==> src/rtl/surf_scan_sequencer.sv <==
// Streams a contiguous sample burst from a 1-cycle RAM into the plane-surface calculator and returns its result.
// Optional closing sample: define SURF_SEQ_CLOSE_LOOP_EN to replay the first radius after the last one.
module surf_scan_sequencer #(
  parameter int AW           = 10,
  parameter int NW           = 11,
  parameter int DRAIN_CYCLES = 8
) (
  input  logic          clk,
  input  logic          rst,
  input  logic          start,
  input  logic [AW-1:0] base_addr,
  input  logic [NW-1:0] num_samples,
  output logic          busy,
  output logic          mem_rd_en,
  output logic [AW-1:0] mem_addr,
  input  logic [15:0]   mem_rdata,
  output logic          calc_en,
  output logic [15:0]   calc_radius,
  input  logic [31:0]   calc_surf,
  output logic          res_valid,
  input  logic          res_ready,
  output logic [31:0]   res_surf,
  output logic          res_err,
  output logic [1:0]    dbg_state
);

  // Result handshake: res_surf/res_err are held while res_valid=1 and res_ready=0; the transfer
  // happens on the edge where both are high, and res_ready while res_valid=0 is ignored.

  localparam int DCW = $clog2(DRAIN_CYCLES + 1);
  localparam logic [DCW-1:0] DRAIN_LAST = DCW'(DRAIN_CYCLES - 1);

  typedef enum logic [1:0] {S_IDLE, S_STREAM, S_DRAIN, S_OUT} state_t;

  state_t          state_q, state_d;
  logic            busy_q, busy_d;
  logic            rd_en_q, rd_en_d;
  logic [AW-1:0]   addr_q, addr_d;
  logic [NW-1:0]   cnt_q, cnt_d;
  logic [NW-1:0]   n_q, n_d;
  logic [DCW-1:0]  drain_q, drain_d;
  logic            res_valid_q, res_valid_d;
  logic [31:0]     res_surf_q, res_surf_d;
  logic            res_err_q, res_err_d;
  logic            calc_en_q;
  logic            calc_en_w;

  always_ff @(posedge clk) begin
    if (rst) begin
      state_q     <= S_IDLE;
      busy_q      <= 1'b0;
      rd_en_q     <= 1'b0;
      addr_q      <= '0;
      cnt_q       <= '0;
      n_q         <= '0;
      drain_q     <= '0;
      res_valid_q <= 1'b0;
      res_surf_q  <= '0;
      res_err_q   <= 1'b0;
      calc_en_q   <= 1'b0;
    end else begin
      state_q     <= state_d;
      busy_q      <= busy_d;
      rd_en_q     <= rd_en_d;
      addr_q      <= addr_d;
      cnt_q       <= cnt_d;
      n_q         <= n_d;
      drain_q     <= drain_d;
      res_valid_q <= res_valid_d;
      res_surf_q  <= res_surf_d;
      res_err_q   <= res_err_d;
      // Read data lands one cycle after the read, so the enable simply trails the read strobe.
      calc_en_q   <= rd_en_q;
    end
  end

`ifdef SURF_SEQ_CLOSE_LOOP_EN
  logic        close_q;
  logic        first_q;
  logic [15:0] hold_q;

  always_ff @(posedge clk) begin
    if (rst) begin
      close_q <= 1'b0;
      first_q <= 1'b0;
      hold_q  <= '0;
    end else begin
      // Last regular calc_en cycle is the only one with calc_en_q high and the read strobe already low.
      close_q <= calc_en_q && !rd_en_q;
      if (state_q == S_IDLE && start) first_q <= 1'b1;
      else if (calc_en_q)             first_q <= 1'b0;
      if (calc_en_q && first_q) hold_q <= mem_rdata;
    end
  end

  assign calc_en_w   = calc_en_q | close_q;
  assign calc_radius = close_q ? hold_q : (calc_en_q ? mem_rdata : 16'd0);
`else
  assign calc_en_w   = calc_en_q;
  assign calc_radius = calc_en_q ? mem_rdata : 16'd0;
`endif

  always_comb begin
    state_d     = state_q;
    busy_d      = busy_q;
    rd_en_d     = rd_en_q;
    addr_d      = addr_q;
    cnt_d       = cnt_q;
    n_d         = n_q;
    drain_d     = drain_q;
    res_valid_d = res_valid_q;
    res_surf_d  = res_surf_q;
    res_err_d   = res_err_q;
    case (state_q)
      S_IDLE: begin
        if (start) begin
          busy_d = 1'b1;
          n_d    = num_samples;
          if (num_samples > NW'(1)) begin
            rd_en_d = 1'b1;
            addr_d  = base_addr;
            cnt_d   = NW'(1);
            state_d = S_STREAM;
          end else begin
            res_valid_d = 1'b1;
            res_err_d   = 1'b1;
            res_surf_d  = '0;
            state_d     = S_OUT;
          end
        end
      end
      S_STREAM: begin
        if (cnt_q == n_q) begin
          rd_en_d = 1'b0;
          drain_d = '0;
          state_d = S_DRAIN;
        end else begin
          addr_d = addr_q + AW'(1);
          cnt_d  = cnt_q + NW'(1);
        end
      end
      S_DRAIN: begin
        // Drain time is counted only once the burst (including any closing sample) has ended.
        if (!calc_en_w) begin
          if (drain_q == DRAIN_LAST) begin
            res_surf_d  = calc_surf;
            res_err_d   = 1'b0;
            res_valid_d = 1'b1;
            state_d     = S_OUT;
          end else begin
            drain_d = drain_q + DCW'(1);
          end
        end
      end
      S_OUT: begin
        if (res_ready) begin
          res_valid_d = 1'b0;
          res_err_d   = 1'b0;
          busy_d      = 1'b0;
          state_d     = S_IDLE;
        end
      end
      default: state_d = S_IDLE;
    endcase
  end

  assign busy      = busy_q;
  assign mem_rd_en = rd_en_q;
  assign mem_addr  = addr_q;
  assign calc_en   = calc_en_w;
  assign res_valid = res_valid_q;
  assign res_surf  = res_surf_q;
  assign res_err   = res_err_q;
  assign dbg_state = state_q;

endmodule

==> config.mk <==
export PLATFORM = sky130hd
export DESIGN_NAME = surf_scan_sequencer
export DESIGN_NICKNAME = d
export VERILOG_FILES = /design/src/rtl/surf_scan_sequencer.sv
export SDC_FILE = /design/constraint.sdc
export NUM_CORES = 1
export LEC_CHECK = 0
export CAP_MARGIN = 20
export CORE_MARGIN = 4
export CORE_UTILIZATION = 41
export CTS_BUF_LIST = sky130_fd_sc_hd__clkbuf_8
export DETAILED_ROUTE_END_ITERATION = 10
export PLACE_DENSITY = 0.78
export SLEW_MARGIN = 25
export SYNTH_ARGS = -nofsm -noshare
export SYNTH_HDL_FRONTEND = slang
export SYNTH_SLANG_ARGS = --single-unit
==> constraint.sdc <==
create_clock -name clk -period 2.2 [get_ports clk]
set_input_delay 0.55 -clock clk [delete_from_list [all_inputs] [get_ports clk]]
set_output_delay 0.55 -clock clk [all_outputs]
set_load 0.05 [all_outputs]
==> flow_summary_export.csv <==
group,metric,value,unit
run,cap_violations,0,
worst_setup_path,crit_path_start_kind,"input port",
synthesis,async_flop_share,0,%
sta,hold_violations,0,
route,drt-total-wl,11600,um
clocking,cts_max_level,3,
global_route,globalRouteOverflowTotal,0,
sta,fmax,0.458,GHz
placed_design,io_buffers,137,
sta,worst_slack,0.0160,ns
clocking,clk_path_buf_depth,2,
global_route,grt_pass1_vias,3842,
min_path,min_path_type,"reg2reg",
floorplan,coreArea,8720,sq um
power_and_ir_drop,p_per_area,862,nW/um^2
synthesis,synthCells,458,
final_layout,antennaDiodeCount,0,
min_path,hold_path.startpoint,"res_surf[26]$_SDFFE_PP0P_",
synthesis,synth_edf_count,0,
placed_design,pre_cts_ws,-0.380,ns
route,drtIter0Drc,207,
global_route,grt_usage,21.3,%
final_layout,num-fill-cells,674,
worst_setup_path,worstPathRequired,2.45,ns
floorplan,die_x,103,um
synthesis,synthFlopType,"dfxtp_1",
floorplan,num_rows,34,
synthesis,synth_xor_area_share,2.62,%
floorplan,start_util,42.2,%
power_and_ir_drop,fin_total_pwr,5.06,mW
final_layout,stdcell_count,733,
route,dr_total_vias,4018,
floorplan,die_h,103,um
sta,min_period,2.18,ns
clocking,clk_latency,0.35,ns
synthesis,synth_fp_nets,539,
worst_setup_path,reg2reg_slack,0.05,ns
synthesis,postSynthAreaPerCell,8.03,sq um
sta,rsz0062_at_grt,"true",
synthesis,synth_mux_area_share,2.21,%
synthesis,ys_types,49,
synthesis,synth-seq-area-share,40.8,%
final_layout,area_growth,59.8,%
sta,setup_viol_count_final,0,
worst_setup_path,cp_max_fo,4,
route,drc,0,
route,drt_pass1_iterations,5,
clocking,clkTransAtPathRegs,0.08,ns
worst_setup_path,slowest_delay,0.54,ns
route,vias_per_cell,5.48,
power_and_ir_drop,ir_drop,446,uV
sta,relSlewSlack,63.2,%
worst_setup_path,arrival,2.43,ns
final_layout,nNetsFinal,701,
synthesis,yosys_warnings,0,
placed_design,gp_congestion,0.869,
clocking,hold_buffers,0,
worst_setup_path,cp_cell_sequence,"clkdlybuf4s50_1 > nor4_2 > buf_4 > nand3_1 > mux2_2 > or4_2 > o31ai_1",
synthesis,synth_fa_ha_area_share,2.72,%
sta,min_period_over_period,99.3,%
synthesis,synth-compound-area-share,18.9,%
global_route,grt_max_degree,39,
sta,tightest_slew,0.550,ns
synthesis,syn_area,3680,sq um
synthesis,synth_top_family_by_area,"simple AND/OR/NAND/NOR gates",
clocking,cts-buffers-inserted,9,
global_route,antenna_found_initial,0,
floorplan,die_area,10500,sq um
placed_design,place_inst,714,
synthesis,ys_ff_latch,75,
worst_setup_path,cp_slowest_cell,"or4_2",
worst_setup_path,end_kind,"flop",
worst_setup_path,path_class,"in2reg",
route,antenna_left,0,
final_layout,drive_gt1_share,16.3,%
floorplan,pin_count,138,
run_status,status,"finished clean",
worst_setup_path,startpoint,"num_samples[3]",
sta,drv_slew,0,
power_and_ir_drop,leakagePower,2.25,nW
placed_design,dpl.hpwl,8440,um
sta,finalClockSkew,0.0103,ns
global_route,grt_pass1_wl,18100,um
clocking,cts_sinks,75,
synthesis,synthSimpleGateAreaFrac,28.2,%
clocking,root_buffer,"clkbuf_8",
clocking,cts_tree,"yes",
worst_setup_path,r2r_start,"cnt_q[6]$_SDFFE_PP0P_",
route,wl_per_cell,15.9,um
==> sequential cells by signal (all words and copies together) (netlist names) <==
| register | count |
|---|---|
| cnt_q | 11 |
| mem_addr | 10 |
| res_err | 1 |
| mem_rd_en | 1 |
| drain_q | 4 |
| calc_en | 1 |
| res_valid | 1 |
| n_q | 11 |
| dbg_state | 2 |
| busy | 1 |
| res_surf | 32 |
==> worst max-delay path, delay by kind of cell <==
family | cells | cell delay, ns
AOI/OAI and AO/OA | 1 | 0.08
buffers and inverters | 2 | 0.63
muxes | 1 | 0.27
and+or+nand+nor | 3 | 0.91
==> report_power, final <==
group	switching [mW]	total, mW	leakage [nW]	internal [mW]
combinational	1.45	2.44	1.55	0.991
clock	0.529	0.969	0.0901	0.440
sequential	0.149	1.65	0.610	1.51
total	2.13	5.06	2.25	2.94
==> routing by layer <==
layer,GRT usage [%],part of all wire (%)
met3,8.59,10
met2,35.2,49
met4,5.75,1.4
met5,0,0
met1,25.7,39
==> per-stage QoR <==
step,util (%),hold slack [ns],setup TNS [ns],cell area (sq um)
finish,67.4,0.451,0,5880
global placement,63.7,0.437,-14.21,5550
global route,67.4,0.482,-0.220,5880
detailed placement,63.7,0.447,-15.47,5550
floorplan,-,0.448,0,3680
CTS,65.8,0.456,0,5740
==> Yosys cell counts (all sizes together), types with 2 or more instances <==
| cell | count | area [sq um] |
|---|---|---|
| and4 | 4 | 37.5 |
| nand2 | 74 | 278 |
| nor4 | 9 | 68.8 |
| nor3 | 4 | 25.0 |
| and3 | 4 | 25.0 |
| o31ai | 9 | 67.6 |
| nor2b | 2 | 12.5 |
| a21oi | 56 | 280 |
| ha | 8 | 100 |
| nand4 | 5 | 31.3 |
| o32ai | 2 | 17.5 |
| o21ai | 10 | 50.1 |
| nand2b | 5 | 31.3 |
| a31oi | 4 | 31.3 |
| nor2 | 13 | 48.8 |
| a311o | 3 | 30.0 |
| inv | 13 | 48.8 |
| a211oi | 5 | 37.5 |
| buf | 4 | 20.0 |
| dfxtp | 75 | 1500 |
| a31o | 2 | 17.5 |
| and2 | 18 | 113 |
| a311oi | 4 | 35.0 |
| a21boi | 5 | 37.5 |
| clkbuf | 26 | 97.6 |
| or3 | 5 | 32.5 |
| xor2 | 11 | 96.3 |
| or4 | 9 | 68.8 |
| mux2i | 7 | 70.1 |
| a32o | 2 | 20.0 |
| nand3 | 48 | 240 |
==> kinds of logic after synthesis <==
group	count (synthesis)
DFF	75
buffers and inverters	43
muxes	8
adders and majority gates	8
AOI/OAI and AO/OA	110
and+or+nand+nor	203
xor gates and xnor gates	11
==> timing repair <==
item | 4_1_cts | 5_1_grt
gates cloned | 0 | 2
endpoints found under the setup margin | 4 | 49
gates resized for setup | 3 | 17
buffers inserted | 0 | 1
pin swaps | 0 | 2
==> cell type report <==
class / count / area (sq um) / area share, %
Inverter: 13 / 48.8 / 0.830
Sequential cell: 75 / 1500 / 25.6
Tap cell: 108 / 135 / 2.30
Timing Repair Buffer: 181 / 1930 / 32.8
Multi-Input combinational cell: 340 / 2080 / 35.5
Clock inverter: 6 / 41.3 / 0.703
Clock buffer: 10 / 138 / 2.34
==> layout by cell type (no fill, tap or decap), drive strengths merged, types with 5 or more instances in the layout <==
cell type      netlist  final
buf                  4     62
o31ai                9      9
clkdlybuf4s50        0    109
mux2i                7      7
nand2               74     74
o21ai               10     10
xor2                11     11
nand2b               5      5
clkbuf              26     12
nor2                13     13
dlymetal6s2s         0      7
nor4                 9      9
or3                  5      5
dfxtp               75     75
a21boi               5      5
a211oi               5      5
nand3               48     48
nand4                5      5
a21oi               56     56
or4                  9      9
ha                   8      8
and2                18     18
inv                 13     15
==> path summary, 6_finish.rpt <==
path                                to  depth (start not counted)
max          dbg_state[1]$_SDFFE_PP0P_                          7
max reg2reg  dbg_state[1]$_SDFFE_PP0P_                          5
min reg2reg  res_surf[26]$_SDFFE_PP0P_                          2
min          res_surf[26]$_SDFFE_PP0P_                          2
(Power assumes the default switching activity.)
